## config.mk

```make
export PLATFORM = sky130hd
export DESIGN_NAME = microsequencer
export DESIGN_NICKNAME = d
export VERILOG_FILES = /design/src/rtl/microsequencer.sv
export SDC_FILE = /design/constraint.sdc
export NUM_CORES = 1
export LEC_CHECK = 0
export CAP_MARGIN = 5
export CORE_MARGIN = 2
export CORE_UTILIZATION = 45
export CTS_BUF_LIST = sky130_fd_sc_hd__clkbuf_4 sky130_fd_sc_hd__clkbuf_8
export DETAILED_ROUTE_END_ITERATION = 6
export PLACE_DENSITY = 0.82
export SLEW_MARGIN = 10
export SYNTH_ARGS = -nofsm -noshare
export SYNTH_HDL_FRONTEND = slang
export SYNTH_SLANG_ARGS = --single-unit
```

## constraint.sdc

```tcl
create_clock -name clock -period 3.4 [get_ports clock]
set_clock_uncertainty 0.1 [all_clocks]
set_input_delay 0.68 -clock clock [delete_from_list [all_inputs] [get_ports clock]]
set_output_delay 0.68 -clock clock [all_outputs]
set_load 0.03 [all_outputs]
```

## src/rtl/microsequencer.sv

```systemverilog
// microsequencer: next-microaddress generator with one-deep return register, memory stall and sticky trap
module microsequencer #(
  parameter int AW = 5,
  parameter logic [AW-1:0] START_ADDR = 5'd0,
  parameter logic [AW-1:0] ABS_ADDR = 5'd1,
  parameter logic [AW-1:0] RIND_ADDR = 5'd5,
  parameter logic [AW-1:0] TRAP_ADDR = 5'd24
) (
  input  logic          clock,
  input  logic          reset,
  input  logic [1:0]    nssel,
  input  logic [AW-1:0] dbin,
  input  logic [2:0]    memcntl,
  input  logic [2:0]    opcode,
  input  logic [1:0]    amode,
  input  logic          zflag,
  input  logic          mem_wait,
  output logic [AW-1:0] address,
  output logic          stall,
  output logic          trap
);
  logic [AW-1:0] cur_addr, ret_addr, ret_next, mem_t, reg_t;
  logic ret_valid, valid_next, trap_set;
  always_comb begin
    mem_t = TRAP_ADDR;
    reg_t = TRAP_ADDR;
    case (opcode)
      3'd0: begin mem_t = AW'(10); reg_t = AW'(15); end
      3'd1: begin mem_t = AW'(11); reg_t = AW'(16); end
      3'd2: begin mem_t = AW'(12); reg_t = AW'(17); end
      3'd3: begin mem_t = AW'(14); reg_t = AW'(14); end
      3'd4: begin mem_t = AW'(9);  reg_t = AW'(9);  end
      3'd5: begin mem_t = AW'(19); reg_t = AW'(19); end
      3'd6: begin mem_t = AW'(21); reg_t = AW'(21); end
      default: ;
    endcase
  end
  // reset overrides a pending stall so the abort is visible in the same cycle
  assign stall = !reset && memcntl != 3'b000 && mem_wait;
  always_comb begin
    address = cur_addr;
    ret_next = ret_addr;
    valid_next = ret_valid;
    trap_set = 1'b0;
    if (reset)
      address = START_ADDR;
    else if (!stall)
      case (nssel)
        2'b00: address = dbin;
        2'b01:
          if (opcode == 3'd7 || amode == 2'b11) begin
            address = TRAP_ADDR;
            trap_set = 1'b1;
          end else if (amode == 2'b00)
            address = reg_t;
          else begin
            address = amode == 2'b01 ? ABS_ADDR : RIND_ADDR;
            ret_next = mem_t;
            valid_next = 1'b1;
          end
        2'b10:
          if (ret_valid) begin
            address = ret_addr;
            valid_next = 1'b0;
          end else begin
            address = TRAP_ADDR;
            trap_set = 1'b1;
          end
        default: address = zflag ? dbin : dbin + AW'(1);
      endcase
  end
  always_ff @(posedge clock)
    if (reset) begin
      cur_addr <= START_ADDR;
      ret_addr <= '0;
      ret_valid <= 1'b0;
      trap <= 1'b0;
    end else if (!stall) begin
      cur_addr <= address;
      ret_addr <= ret_next;
      ret_valid <= valid_next;
      trap <= trap | trap_set;
    end
endmodule

```

==> impl_metrics.json, run 1 <==
{
  "status": "finished clean",
  "ys_seq_elements": 12,
  "critPathLaunchType": "input port",
  "fp.dieH_um": 51.17,
  "routed_wl_mm": 3.086,
  "fin_area_sq_um": 1587,
  "r2r_cells": 5,
  "root_buffer": "clkbuf_4",
  "grt_usage": 0.2415,
  "ys_types": 38,
  "reg2reg_slack_ns": 1.94,
  "power.density_nw_per_um2": 279.2,
  "antenna_found_initial": 0,
  "gp_congestion": 0.9241,
  "dp_cells": 203,
  "final_cells": 209,
  "intPower_mw": 0.3015,
  "grt_pass1_wl_mm": 4.767,
  "nets": 211,
  "critPathMaxFanout": 4,
  "cts_buffer_depth": 2,
  "synth_area_per_cell_sq_um": 8.138,
  "r2r-end": "cur_addr[0]$_SDFFE_PP0N_",
  "drt-pass1-iter-count": 4,
  "chipWidth_um": 51.17,
  "finalSetupViolations": 0,
  "leakage_nw": 0.6949,
  "ys.warnings.count": 0,
  "fin_crit_ns": 3.387,
  "synth_cells": 123,
  "hold_start": "cur_addr[3]$_SDFFE_PP0N_",
  "p_sw_frac": 0.3191,
  "clk_pin_slew_ns": 0.08,
  "drt_iter0_drc": 45,
  "dpl-instance-area_sq_um": 1490,
  "finalMaxSlewViolations": 0,
  "setup_tns_ns": 0,
  "r2r_start": "ret_valid$_SDFFE_PP0P_",
  "synth_edf_count": 0,
  "drive_gt1_frac": 0.2983,
  "mostFrequentLayoutCell": "buf_4",
  "cp-endpoint": "address[4]",
  "start_util": 0.4659,
  "finalHoldViolCount": 0,
  "fmax_mhz": 295.3,
  "cts_buffers": 3,
  "multiInputGateArea_sq_um": 745.7,
  "clkSinkCount": 12,
  "diodes": 0,
  "htreeDepth": 1,
  "gr-total-overflow": 0,
  "tightest_slew_ns": 0.5668,
  "hpwl_mm": 2.345,
  "switching_power_mw": 0.1413,
  "finalPower_mw": 0.4429,
  "synthArstFlopShare": 0,
  "arrival_ns": 2.61,
  "via_per_inst": 5.718,
  "ios": 26,
  "port_buffers": 25,
  "syn-num-nets": 152,
  "hold_path_class": "flip-flop to flip-flop",
  "drtAntennaViolNets": 0,
  "wl_per_cell_um": 14.77,
  "ys_seq_area_frac": 0.2400,
  "worstSetupStartpoint": "nssel[0]",
  "synth_area_sq_um": 1001,
  "worstSetupPathType": "input port to output port",
  "drv_cap": 0,
  "clkPwrFrac": 0.264,
  "area_growth_pct": 58.50,
  "drc": 0,
  "cts_tree": "done",
  "p_seq_frac": 0.348,
  "fill_cells": 144,
  "die_area_sq_um": 2618,
  "slew_headroom": 0.6221,
  "cp.required_ns": 2.62,
  "std_cell_rows": 17,
  "grt_start_max_net_pins": 10,
  "clock_latency_ns": 0.28,
  "grt_pass1_vias": 1131,
  "cp-end-kind": "output port",
  "fin_crit_sh": 0.9961,
  "final_cell_mix": "buf_4, clkdlybuf4s50_1, nor2_1",
  "ir_drop_mv": 0.2114,
  "core-area_sq_um": 2148,
  "synthFlopType": "dfxtp_1",
  "layout.area.seq_sq_um": 240.2,
  "num_vias": 1195,
  "pwr-share-comb": 0.388,
  "hold_ws_ns": 0.3761
}
-- layer usage --
layer  track usage  routed length [um]
met1        0.2595                1164
met2        0.4632                1612
met3       0.03509                 204
met4       0.09910                 106
met5             0                   0
-- critical path, cell delays in order --
cell and delay, ns:
clkdlybuf4s50_1 0.47, buf_4 0.13, ha_4 0.14, or3b_4 0.39, buf_4 0.16, a31oi_4 0.17, nor4_2 0.08, nor3_1 0.19
buf_4 0.19
-- flip-flops by register name (all words and copies together), names as in the netlist --
name,count
ret_valid,1
cur_addr,5
trap,1
ret_addr,5
-- power groups by stage --
stage	Clock [mW]	Combinational [mW]	Sequential, mW
after floorplan	0	0.0800	0.157
after global placement	0	0.157	0.156
after detailed placement	0	0.161	0.157
after CTS	0.118	0.165	0.154
after global routing	0.127	0.185	0.155
final	0.117	0.172	0.154
-- cells by family after synthesis --
logic type,count (synthesis),synth area share
adders and majority gates,10,0.1250
xor gates and xnor gates,4,0.03501
AOI/OAI and AO/OA,45,0.3325
buffers and inverters,15,0.06875
DFF,12,0.2400
and+or+nand+nor,35,0.1788
muxes,2,0.02000
-- timing repair --
action | in CTS | in global routing
gates resized for setup | 24 | 9
hold buffers | 0 | 0
buffers inserted | 0 | 2
cloned | 0 | 0
pin swaps | 1 | 3
setup endpoints to repair | 5 | 5
-- synthesized netlist by cell type, types with 2 or more instances --
cell type / instances / share of area
a32o_1: 4 / 0.040
ha_1: 10 / 0.13
nand2b_1: 3 / 0.019
nor2b_1: 4 / 0.025
or3_1: 2 / 0.012
a221oi_1: 3 / 0.026
mux2i_1: 2 / 0.020
o221ai_1: 2 / 0.018
inv_1: 10 / 0.038
a211oi_1: 4 / 0.030
a21oi_1: 13 / 0.065
nor3_1: 2 / 0.010
nor2_1: 14 / 0.052
dfxtp_1: 12 / 0.24
xnor2_1: 3 / 0.026
nand4b_1: 2 / 0.018
a31oi_1: 4 / 0.025
clkbuf_1: 2 / 0.0075
o21ai_0: 4 / 0.020
o22ai_1: 2 / 0.012
nand2_1: 4 / 0.015
-- through the flow --
stage,worst slack (ns),util
6_report,0.01331,0.7385
5_1_grt,-0.05279,0.7385
4_1_cts,0.008779,0.7210
3_5_place_dp,-0.5115,0.6937
3_3_place_gp,-0.4336,0.6937
2_1_floorplan,0.3019,-
-- worst min-delay path by stage --
stage / endpoint / slack (ns) / cells after the start
after global routing: cur_addr[3]$_SDFFE_PP0N_ / 0.39 / 2
after floorplan: cur_addr[1]$_SDFFE_PP0N_ / 0.34 / 2
after CTS: cur_addr[3]$_SDFFE_PP0N_ / 0.38 / 2
after global placement: cur_addr[2]$_SDFFE_PP0N_ / 0.35 / 1
after detailed placement: trap$_SDFFE_PP0N_ / 0.36 / 2
final: cur_addr[3]$_SDFFE_PP0N_ / 0.38 / 2
-- final cells by class --
class | instances | share of cell area
clock buffers | 4 | 0.02287
repair buffers | 59 | 0.3099
well taps | 28 | 0.02208
multi-input cells | 96 | 0.4700
flip-flops and latches | 12 | 0.1514
inverters | 10 | 0.02366
Power figures use the tool's default switching activity.
==> inputs of run 2 (changes only) <==
- clock period: 3.4 -> 3.5 ns (I/O delays scaled with it)
==> impl_metrics.json, run 2 (synthesis results as in run 1) <==
{
  "fmax_mhz": 287.7,
  "clkSinkCount": 12,
  "finalPower_mw": 0.4380,
  "finalHoldViolCount": 0,
  "power.density_nw_per_um2": 276.9,
  "grt_util_met3": 0.04386,
  "drtAntennaViolNets": 0,
  "drc": 0,
  "nets": 207,
  "arrival_ns": 2.68,
  "fin_crit_sh": 0.9930,
  "fill_cells": 165,
  "finalSetupViolations": 0,
  "gr-total-overflow": 0,
  "drt-pass1-iter-count": 4,
  "chipWidth_um": 51.17,
  "met1_usage": 0.2998,
  "ir_drop_mv": 0.1639,
  "cts_buffers": 3,
  "leakage_nw": 0.6774,
  "die_area_sq_um": 2618,
  "gp_congestion": 0.9516,
  "num_vias": 1196,
  "fin_crit_ns": 3.476,
  "hold_path_class": "flip-flop to flip-flop",
  "routed_wl_mm": 3.374,
  "grt_pass1_wl_mm": 5.133,
  "mostFrequentLayoutCell": "buf_4",
  "start_util": 0.4659,
  "largestRegisters": "cur_addr x5, ret_addr x5",
  "clock_latency_ns": 0.29,
  "grt_start_max_net_pins": 10,
  "cp.required_ns": 2.70,
  "cp-end-kind": "output port",
  "drive_gt1_frac": 0.3107,
  "drv_cap": 0,
  "dpl-instance-area_sq_um": 1475,
  "area_growth_pct": 58.00,
  "fp.dieH_um": 51.17,
  "setup_tns_ns": 0,
  "port_buffers": 25,
  "drt_iter0_drc": 40,
  "slew_headroom": 0.6382,
  "met2_usage": 0.4675,
  "busiest_layer": "met2",
  "grt_usage": 0.2652,
  "tightest_slew_ns": 0.5427,
  "post-cts-setup-buffers": 0,
  "via_per_inst": 5.834,
  "critPathLaunchType": "input port",
  "ios": 26,
  "htreeDepth": 1,
  "critPathMaxFanout": 6,
  "diodes": 0,
  "fin_area_sq_um": 1582,
  "std_cell_rows": 17,
  "worstSetupPathType": "input port to output port",
  "finalMaxSlewViolations": 0,
  "final_cell_mix": "buf_4, clkdlybuf4s50_1, nor2_1",
  "cts_tree": "done",
  "wl_per_cell_um": 16.46,
  "cts_buffer_depth": 2,
  "hpwl_mm": 2.378,
  "clk_pin_slew_ns": 0.08,
  "grt_pass1_vias": 1160,
  "root_buffer": "clkbuf_4",
  "status": "finished clean",
  "antenna_found_initial": 0,
  "core-area_sq_um": 2148
}
[run 2: cell count changes in the layout (fill, tap and decap cells not counted), moves of 2 or more]
cell / change
o221ai_1: -2
o21ai_2: +2
o221ai_2: +2
o21ai_1: -2
buf_4: -4
[run 2: layout make-up]
type / instances / area [sq um] / share of cell area
clock buffer: 4 / 36.28 / 0.02294
inverter: 10 / 37.54 / 0.02373
multi-input combinational: 96 / 765.7 / 0.4842
sequential: 12 / 240.2 / 0.1519
tap: 28 / 35.03 / 0.02215
timing repair buffer: 55 / 466.7 / 0.2951
[run 2: report_power, final]
group | total (mW) | switching [mW] | internal (mW)
Sequential | 0.150 | 0.00468 | 0.145
Combinational | 0.170 | 0.0861 | 0.0843
Clock | 0.118 | 0.0545 | 0.0636
[run 2: final timing paths]
check	startpoint	to	slack (ns)	cells after the start
setup reg to reg	ret_valid$_SDFFE_PP0P_	cur_addr[0]$_SDFFE_PP0N_	2.01	5
hold / removal	cur_addr[2]$_SDFFE_PP0N_	cur_addr[2]$_SDFFE_PP0N_	0.38	1
hold reg to reg	cur_addr[2]$_SDFFE_PP0N_	cur_addr[2]$_SDFFE_PP0N_	0.38	1
setup / recovery	nssel[1]	address[4]	0.02	9
[run 2: layer usage]
| metal | up-vias | routed length (um) |
|---|---|---|
| met5 | - | 0 |
| met2 | 50 | 1745 |
| met1 | 560 | 1336 |
| li1 | 573 | - |
| met3 | 13 | 167 |
| met4 | 0 | 125 |
[run 2: stage by stage]
step | hold slack (ns) | instances | worst slack (ns) | utilization
3_3_place_gp | 0.3476 | 201 | -0.3715 | 0.6867
6_report | 0.3814 | 205 | 0.02441 | 0.7362
2_1_floorplan | 0.3404 | 123 | 0.3619 | -
3_5_place_dp | 0.3597 | 201 | -0.4595 | 0.6867
4_1_cts | 0.3787 | 205 | -0.02047 | 0.7082
5_1_grt | 0.4024 | 205 | -0.04375 | 0.7362
[run 2: worst max-delay path, stage by stage]
cell and delay, ns:
clkdlybuf4s50_1 0.47, inv_2 0.11, ha_4 0.16, or3b_4 0.40
buf_4 0.16, a31oi_2 0.21, nor4_2 0.08, nor3_1 0.18
buf_4 0.19
[run 2: timing repair]
| action | in CTS | in global routing |
|---|---|---|
| hold buffers | 0 | 0 |
| gates resized for setup | 16 | 17 |
| setup endpoints to repair | 5 | 5 |
| pin swaps | 2 | 3 |
